### src/rtl/mem_arb_pkg.sv
// mem_arb_pkg: shared types and defaults for the main-memory arbiter.
//   state_t : burst sequencer states (IDLE, BURST_I, BURST_D)
//   owner_t : which cache side owns or won the memory port
//   DEF_BLOCK_WORDS : default burst length in words (one cache line)
// Optional feature macro used by the importing files: MEM_ARB_RR_EN.
package mem_arb_pkg;

  localparam int DEF_BLOCK_WORDS = 4;

  typedef enum logic [1:0] {
    IDLE    = 2'd0,
    BURST_I = 2'd1,
    BURST_D = 2'd2
  } state_t;

  typedef enum logic {
    OWN_I = 1'b0,
    OWN_D = 1'b1
  } owner_t;

endpackage

### src/rtl/mem_arb_prio.sv
// mem_arb_prio: pure (combinational) winner selection between the I and D
// cache sides. Only meaningful when at least one request is pending; with no
// request the output is OWN_I and the caller ignores it.
//   i_req, d_req : pending requests
//   last_win     : previous grant owner (only with MEM_ARB_RR_EN)
//   win          : selected owner
// MEM_ARB_RR_EN defined   : contested grants go to the side that did not win
//                           the previous grant.
// MEM_ARB_RR_EN undefined : fixed D-over-I priority.
module mem_arb_prio
  import mem_arb_pkg::*;
(
  input  logic   i_req,
  input  logic   d_req,
`ifdef MEM_ARB_RR_EN
  input  owner_t last_win,
`endif
  output owner_t win
);

  always_comb begin
    win = OWN_I;
    if (i_req && d_req) begin
`ifdef MEM_ARB_RR_EN
      win = (last_win == OWN_D) ? OWN_I : OWN_D;
`else
      win = OWN_D;
`endif
    end else if (d_req) begin
      win = OWN_D;
    end
  end

endmodule

### src/rtl/mem_arbiter.sv
// mem_arbiter: shares the single main-memory port between the I-cache fill
// side (read only) and the D-cache side (fill or writeback). Each grant
// becomes a burst of BLOCK_WORDS single-word accesses; beats advance only on
// mem_valid, and at least one IDLE cycle separates consecutive bursts.
// Ports:
//   clk, reset                    : clock, synchronous active-high reset
//   i_req/i_addr                  : I-side burst request and address
//   i_rdata/i_valid/i_done        : I-side beat data, beat strobe, last beat
//   d_req/d_we/d_addr/d_wdata     : D-side request, direction, address, write word
//   d_beat                        : beat index the D side muxes d_wdata with
//   d_rdata/d_valid/d_done        : D-side beat data, beat strobe, last beat
//   mem_hsel/mem_re/mem_we        : memory select and enables
//   mem_a/mem_wd/mem_rd/mem_valid : memory address, write/read data, beat ack
// Optional macro MEM_ARB_RR_EN: alternating priority on contested grants.
module mem_arbiter
  import mem_arb_pkg::*;
#(
  parameter  int BLOCK_WORDS = DEF_BLOCK_WORDS,
  localparam int BEAT_W      = (BLOCK_WORDS > 1) ? $clog2(BLOCK_WORDS) : 1
) (
  input  logic              clk,
  input  logic              reset,
  input  logic              i_req,
  input  logic [31:0]       i_addr,
  output logic [31:0]       i_rdata,
  output logic              i_valid,
  output logic              i_done,
  input  logic              d_req,
  input  logic              d_we,
  input  logic [31:0]       d_addr,
  input  logic [31:0]       d_wdata,
  output logic [BEAT_W-1:0] d_beat,
  output logic [31:0]       d_rdata,
  output logic              d_valid,
  output logic              d_done,
  output logic              mem_hsel,
  output logic              mem_re,
  output logic              mem_we,
  output logic [31:0]       mem_a,
  output logic [31:0]       mem_wd,
  input  logic [31:0]       mem_rd,
  input  logic              mem_valid
);

  // Byte-offset bits inside one block; cleared when the base is latched so
  // OR-ing in the beat index can never carry into the bits above the block.
  localparam logic [31:0]       OFF_MASK  = 32'(BLOCK_WORDS * 4 - 1);
  localparam logic [BEAT_W-1:0] LAST_BEAT = BEAT_W'(BLOCK_WORDS - 1);

  state_t            state;
  logic [31:0]       base;
  logic              wr;
  logic [BEAT_W-1:0] beat;
  owner_t            win;

  logic burst, is_i, is_d, wr_cyc, last;

`ifdef MEM_ARB_RR_EN
  owner_t last_win;

  mem_arb_prio u_prio (
    .i_req    (i_req),
    .d_req    (d_req),
    .last_win (last_win),
    .win      (win)
  );
`else
  mem_arb_prio u_prio (
    .i_req (i_req),
    .d_req (d_req),
    .win   (win)
  );
`endif

  // Burst sequencer: grant in IDLE, then walk the beats on mem_valid.
  always_ff @(posedge clk) begin
    if (reset) begin
      state <= IDLE;
      beat  <= '0;
      base  <= '0;
      wr    <= 1'b0;
`ifdef MEM_ARB_RR_EN
      last_win <= OWN_I;   // I "won last", so D takes the first contest
`endif
    end else begin
      case (state)
        IDLE: begin
          beat <= '0;
          if (i_req || d_req) begin
            state <= (win == OWN_D) ? BURST_D : BURST_I;
            base  <= ((win == OWN_D) ? d_addr : i_addr) & ~OFF_MASK;
            wr    <= (win == OWN_D) && d_we;   // I side only ever reads
`ifdef MEM_ARB_RR_EN
            last_win <= win;
`endif
          end
        end
        BURST_I, BURST_D: begin
          // Without mem_valid everything holds: address, controls, counter.
          if (mem_valid) begin
            if (beat == LAST_BEAT) begin
              state <= IDLE;
              beat  <= '0;
            end else begin
              beat <= beat + BEAT_W'(1);
            end
          end
        end
        default: state <= IDLE;
      endcase
    end
  end

  assign burst  = (state != IDLE);
  assign is_i   = (state == BURST_I);
  assign is_d   = (state == BURST_D);
  assign wr_cyc = is_d && wr;
  assign last   = (beat == LAST_BEAT);

  // Memory side: pure decode of registered state, zero while idle.
  assign mem_hsel = burst;
  assign mem_re   = burst && !wr_cyc;
  assign mem_we   = wr_cyc;
  assign mem_a    = burst ? (base | {{(30 - BEAT_W){1'b0}}, beat, 2'b00}) : '0;
  assign mem_wd   = burst ? d_wdata : '0;

  // Requester side: beat strobes follow mem_valid in the same cycle.
  assign i_valid = is_i && mem_valid;
  assign i_done  = i_valid && last;
  assign i_rdata = is_i ? mem_rd : '0;

  assign d_valid = is_d && mem_valid;
  assign d_done  = d_valid && last;
  assign d_rdata = (is_d && !wr) ? mem_rd : '0;
  assign d_beat  = is_d ? beat : '0;

endmodule

### config.mk
export PLATFORM = sky130hd
export DESIGN_NAME = mem_arbiter
export DESIGN_NICKNAME = d
export VERILOG_FILES = /design/src/rtl/mem_arb_pkg.sv /design/src/rtl/mem_arb_prio.sv /design/src/rtl/mem_arbiter.sv
export SDC_FILE = /design/constraint.sdc
export NUM_CORES = 1
export LEC_CHECK = 0
export ABC_AREA = 1
export BUFFER_PORTS_ARGS = -buffer_cell sky130_fd_sc_hd__buf_4
export CAP_MARGIN = 20
export CORE_AREA = 2 2 106 108
export CTS_CLUSTER_DIAMETER = 40
export CTS_CLUSTER_SIZE = 28
export DETAILED_ROUTE_END_ITERATION = 12
export DIE_AREA = 0 0 108 110
export GPL_TIMING_DRIVEN = 0
export PLACE_DENSITY_LB_ADDON = 0.12
export SYNTH_ARGS = -nofsm -noshare
export SYNTH_HDL_FRONTEND = slang
export SYNTH_HIERARCHICAL = 1
export SYNTH_SLANG_ARGS = --single-unit
### constraint.sdc
create_clock -name clk -period 3.1 [get_ports clk]
set_input_delay 0.155 -clock clk [delete_from_list [all_inputs] [get_ports clk]]
set_output_delay 0.155 -clock clk [all_outputs]
set_load 0.03 [all_outputs]
==> flow_metrics.env <==
export IMPL_cts_tree="built"
export IMPL_ys_ff_latch=33
export IMPL_maxCapViolCount=0
export IMPL_hp_class="in2reg"
export IMPL_cts_max_path_buffers=2
export IMPL_detail_route_wl_per_cell_um=11.72
export IMPL_grt_pass1_wl_mm=17.15
export IMPL_ys_types=19
export IMPL_worstSetupPathType="reg2out"
export IMPL_cp_start_kind="flop"
export IMPL_reg2reg_depth=7
export IMPL_grt_util_met2_pct=34.05
export IMPL_top_usage_layer="met2"
export IMPL_status="finished, final reports clean"
export IMPL_ctsHtreeMaxLevel=2
export IMPL_hold_path_cell_count=2
export IMPL_cts_buffers_inserted=5
export IMPL_synth_fa_ha_area_share_pct=1.658
export IMPL_grt_use_total_pct=17.77
export IMPL_syn2layout_area_growth_pct=73.31
export IMPL_post_cts_setup_buffers=0
export IMPL_die_area_um2=11880
export IMPL_synth_area_per_cell_um2=5.591
export IMPL_dp_hpwl_mm=9.348
export IMPL_place_congestion=0.7745
export IMPL_grt_pass1_vias=3630
export IMPL_ys_warn_count=6
export IMPL_drive_gt1_share_pct=40.30
export IMPL_rsz0062_at_grt="false"
export IMPL_ant_nets=0
export IMPL_cts_sinks=33
export IMPL_yosys_area_top_type="dfxtp_1"
export IMPL_finalHoldViolCount=0
export IMPL_drv_slew=0
export IMPL_holdWs_ns=0.07406
export IMPL_p_leak_nw=3.275
export IMPL_numPortBuffers=260
export IMPL_path_max_fanout=10
export IMPL_fmax_mhz=512.6
export IMPL_crit_slowest_cell="clkbuf_1"
export IMPL_grt_overflow=0
export IMPL_grt_max_degree=11
export IMPL_yosysSeqAreaShare_pct=21.88
export IMPL_worstPathRequired_ns=2.94
export IMPL_start_util_pct=28.22
export IMPL_setup_tns_ns=0
export IMPL_synth_top_family_by_area="simple AND/OR/NAND/NOR gates"
export IMPL_finalCritPeriodShare_pct=62.93
export IMPL_clock_skew_final_ns=0.006619
export IMPL_rows=38
export IMPL_die_x_um=108
export IMPL_yosysTopAreaCellShare_pct=21.88
export IMPL_antenna_found_initial=0
export IMPL_first_iter_violations=181
export IMPL_reg2reg_slack_ns=1.61
export IMPL_core_area_um2=10700
export IMPL_yosys_area_share_simple_pct=37.59
export IMPL_max_stage_delay_ns=0.41
export IMPL_worstSetupEndpointType="output pin"
export IMPL_routed_wl_mm=11.12
export IMPL_ios=271
export IMPL_fillers=1142
export IMPL_detail_route_first_pass_iterations=4
export IMPL_syn_inst=540
export IMPL_synthMuxAreaShare_pct=0
export IMPL_diodes=0
export IMPL_nets=946
export IMPL_yosys_top_cells_area="dfxtp_1, inv_1, nor2_1"
export IMPL_post_cts_resized=0
export IMPL_clk_latency_ns=0.28
export IMPL_cp_arrival_ns=1.80
export IMPL_peakVddDrop_v=0.0002118
export IMPL_synth_compound_area_share_pct=10.44
export IMPL_period_minus_slack_ns=1.951
export IMPL_syn_cell_area_um2=3019
export IMPL_via_count=3804
export IMPL_p_per_area_nw_per_um2=502.0
export IMPL_ctsHoldBuffers=0
export IMPL_path_clk_slew_ns=0.06
export IMPL_synth_xor_area_share_pct=0
export IMPL_gr_usage_met3_pct=4.703
export IMPL_cts_root_buf="clkbuf_8"
export IMPL_post_drt_via_cell_ratio=4.008
export IMPL_grt_util_met1_pct=19.39
export IMPL_crit_path_cell_trace="inv_1 > ha_1 > clkbuf_1 > clkbuf_1 > nand2_1 > inv_1 > buf_4"
export IMPL_drc_errors=0
export IMPL_chipHeight_um=110
export IMPL_setup_violations=0
## where the power goes
part	internal, mW	switching, mW
clock	0.155	0.154
combinational	0.647	1.12
sequential	0.510	0.0439
total	1.31	1.31
## cell usage in the layout (no fill, tap or decap), drive strengths merged
master    n
clkbuf   14
or2       2
dfxtp    33
nand2    77
inv     167
a21oi     5
nor2    156
buf     285
ha        4
clkinv    2
o21ai    58
nand3     4
conb      2
## per-stage QoR
stage,cells,util [%],power [mW],cell area (um2),setup slack [ns]
6_report,949,48.91,2.627,5233,1.149
3_5_place_dp,941,48.14,2.345,5150,1.414
3_3_place_gp,941,48.14,2.324,5150,1.413
2_1_floorplan,541,-,1.679,3023,1.558
5_1_grt,949,48.91,2.814,5233,0.9203
4_1_cts,949,48.91,2.661,5233,1.099
## path summary, 6_finish.rpt
| check | to | start |
|---|---|---|
| setup / recovery | i_rdata[9] | state[1]$_SDFFE_PP0P_ |
| hold / removal | beat[1]$_SDFFE_PP0P_ | reset |
| setup reg to reg | base[12]$_SDFFE_PP0P_ | state[0]$_SDFFE_PP0P_ |
| hold reg to reg | wr$_SDFFE_PP0P_ | wr$_SDFFE_PP0P_ |
## cell families after synthesis
group	after synthesis
AOI/OAI and AO/OA	63
adders and majority gates	4
buffers and inverters	200
DFF	33
other	1
and+or+nand+nor	239
## cell usage after synthesis
cell,count
a21oi_1,5
buf_12,3
buf_2,14
buf_4,6
buf_6,2
clkbuf_1,8
conb_1,1
dfxtp_1,33
ha_1,4
inv_1,164
inv_2,3
nand2_1,77
nand3_1,4
nor2_1,125
nor2_2,1
nor2_4,30
o21ai_0,38
o21ai_1,20
or2_1,2
## layout make-up
class | count | area [um2] | area share (%)
timing repair buffer | 260 | 1952 | 37.30
clock buffer | 6 | 72.57 | 1.387
sequential | 33 | 660.6 | 12.63
buffer | 33 | 227.7 | 4.352
clock inverter | 2 | 10.01 | 0.1913
inverter | 167 | 626.9 | 11.98
tap | 140 | 175.2 | 3.348
multi-input combinational | 308 | 1508 | 28.81
## layer usage
metal  wire length (um)  share of wire [%]  vias to the layer above
met5                  0                  0                        -
li1                   -                  -                     2033
met1               4226                 38                     1612
met4                171                1.5                        0
met2               5683                 51                      145
met3               1039                9.3                       14
## critical path: cells and delay by family, from the launching register on
kind,cells,cell delay [ns]
flip-flops,1,0.33
buffers and inverters,5,0.95
adder cells (fa/ha/maj),1,0.13
AND/OR/NAND/NOR,1,0.10
## state kept, by name (all words and copies together), names as in the netlist
name	flops
base	28
beat	2
state	2
wr	1
(Power assumes the default switching activity.)
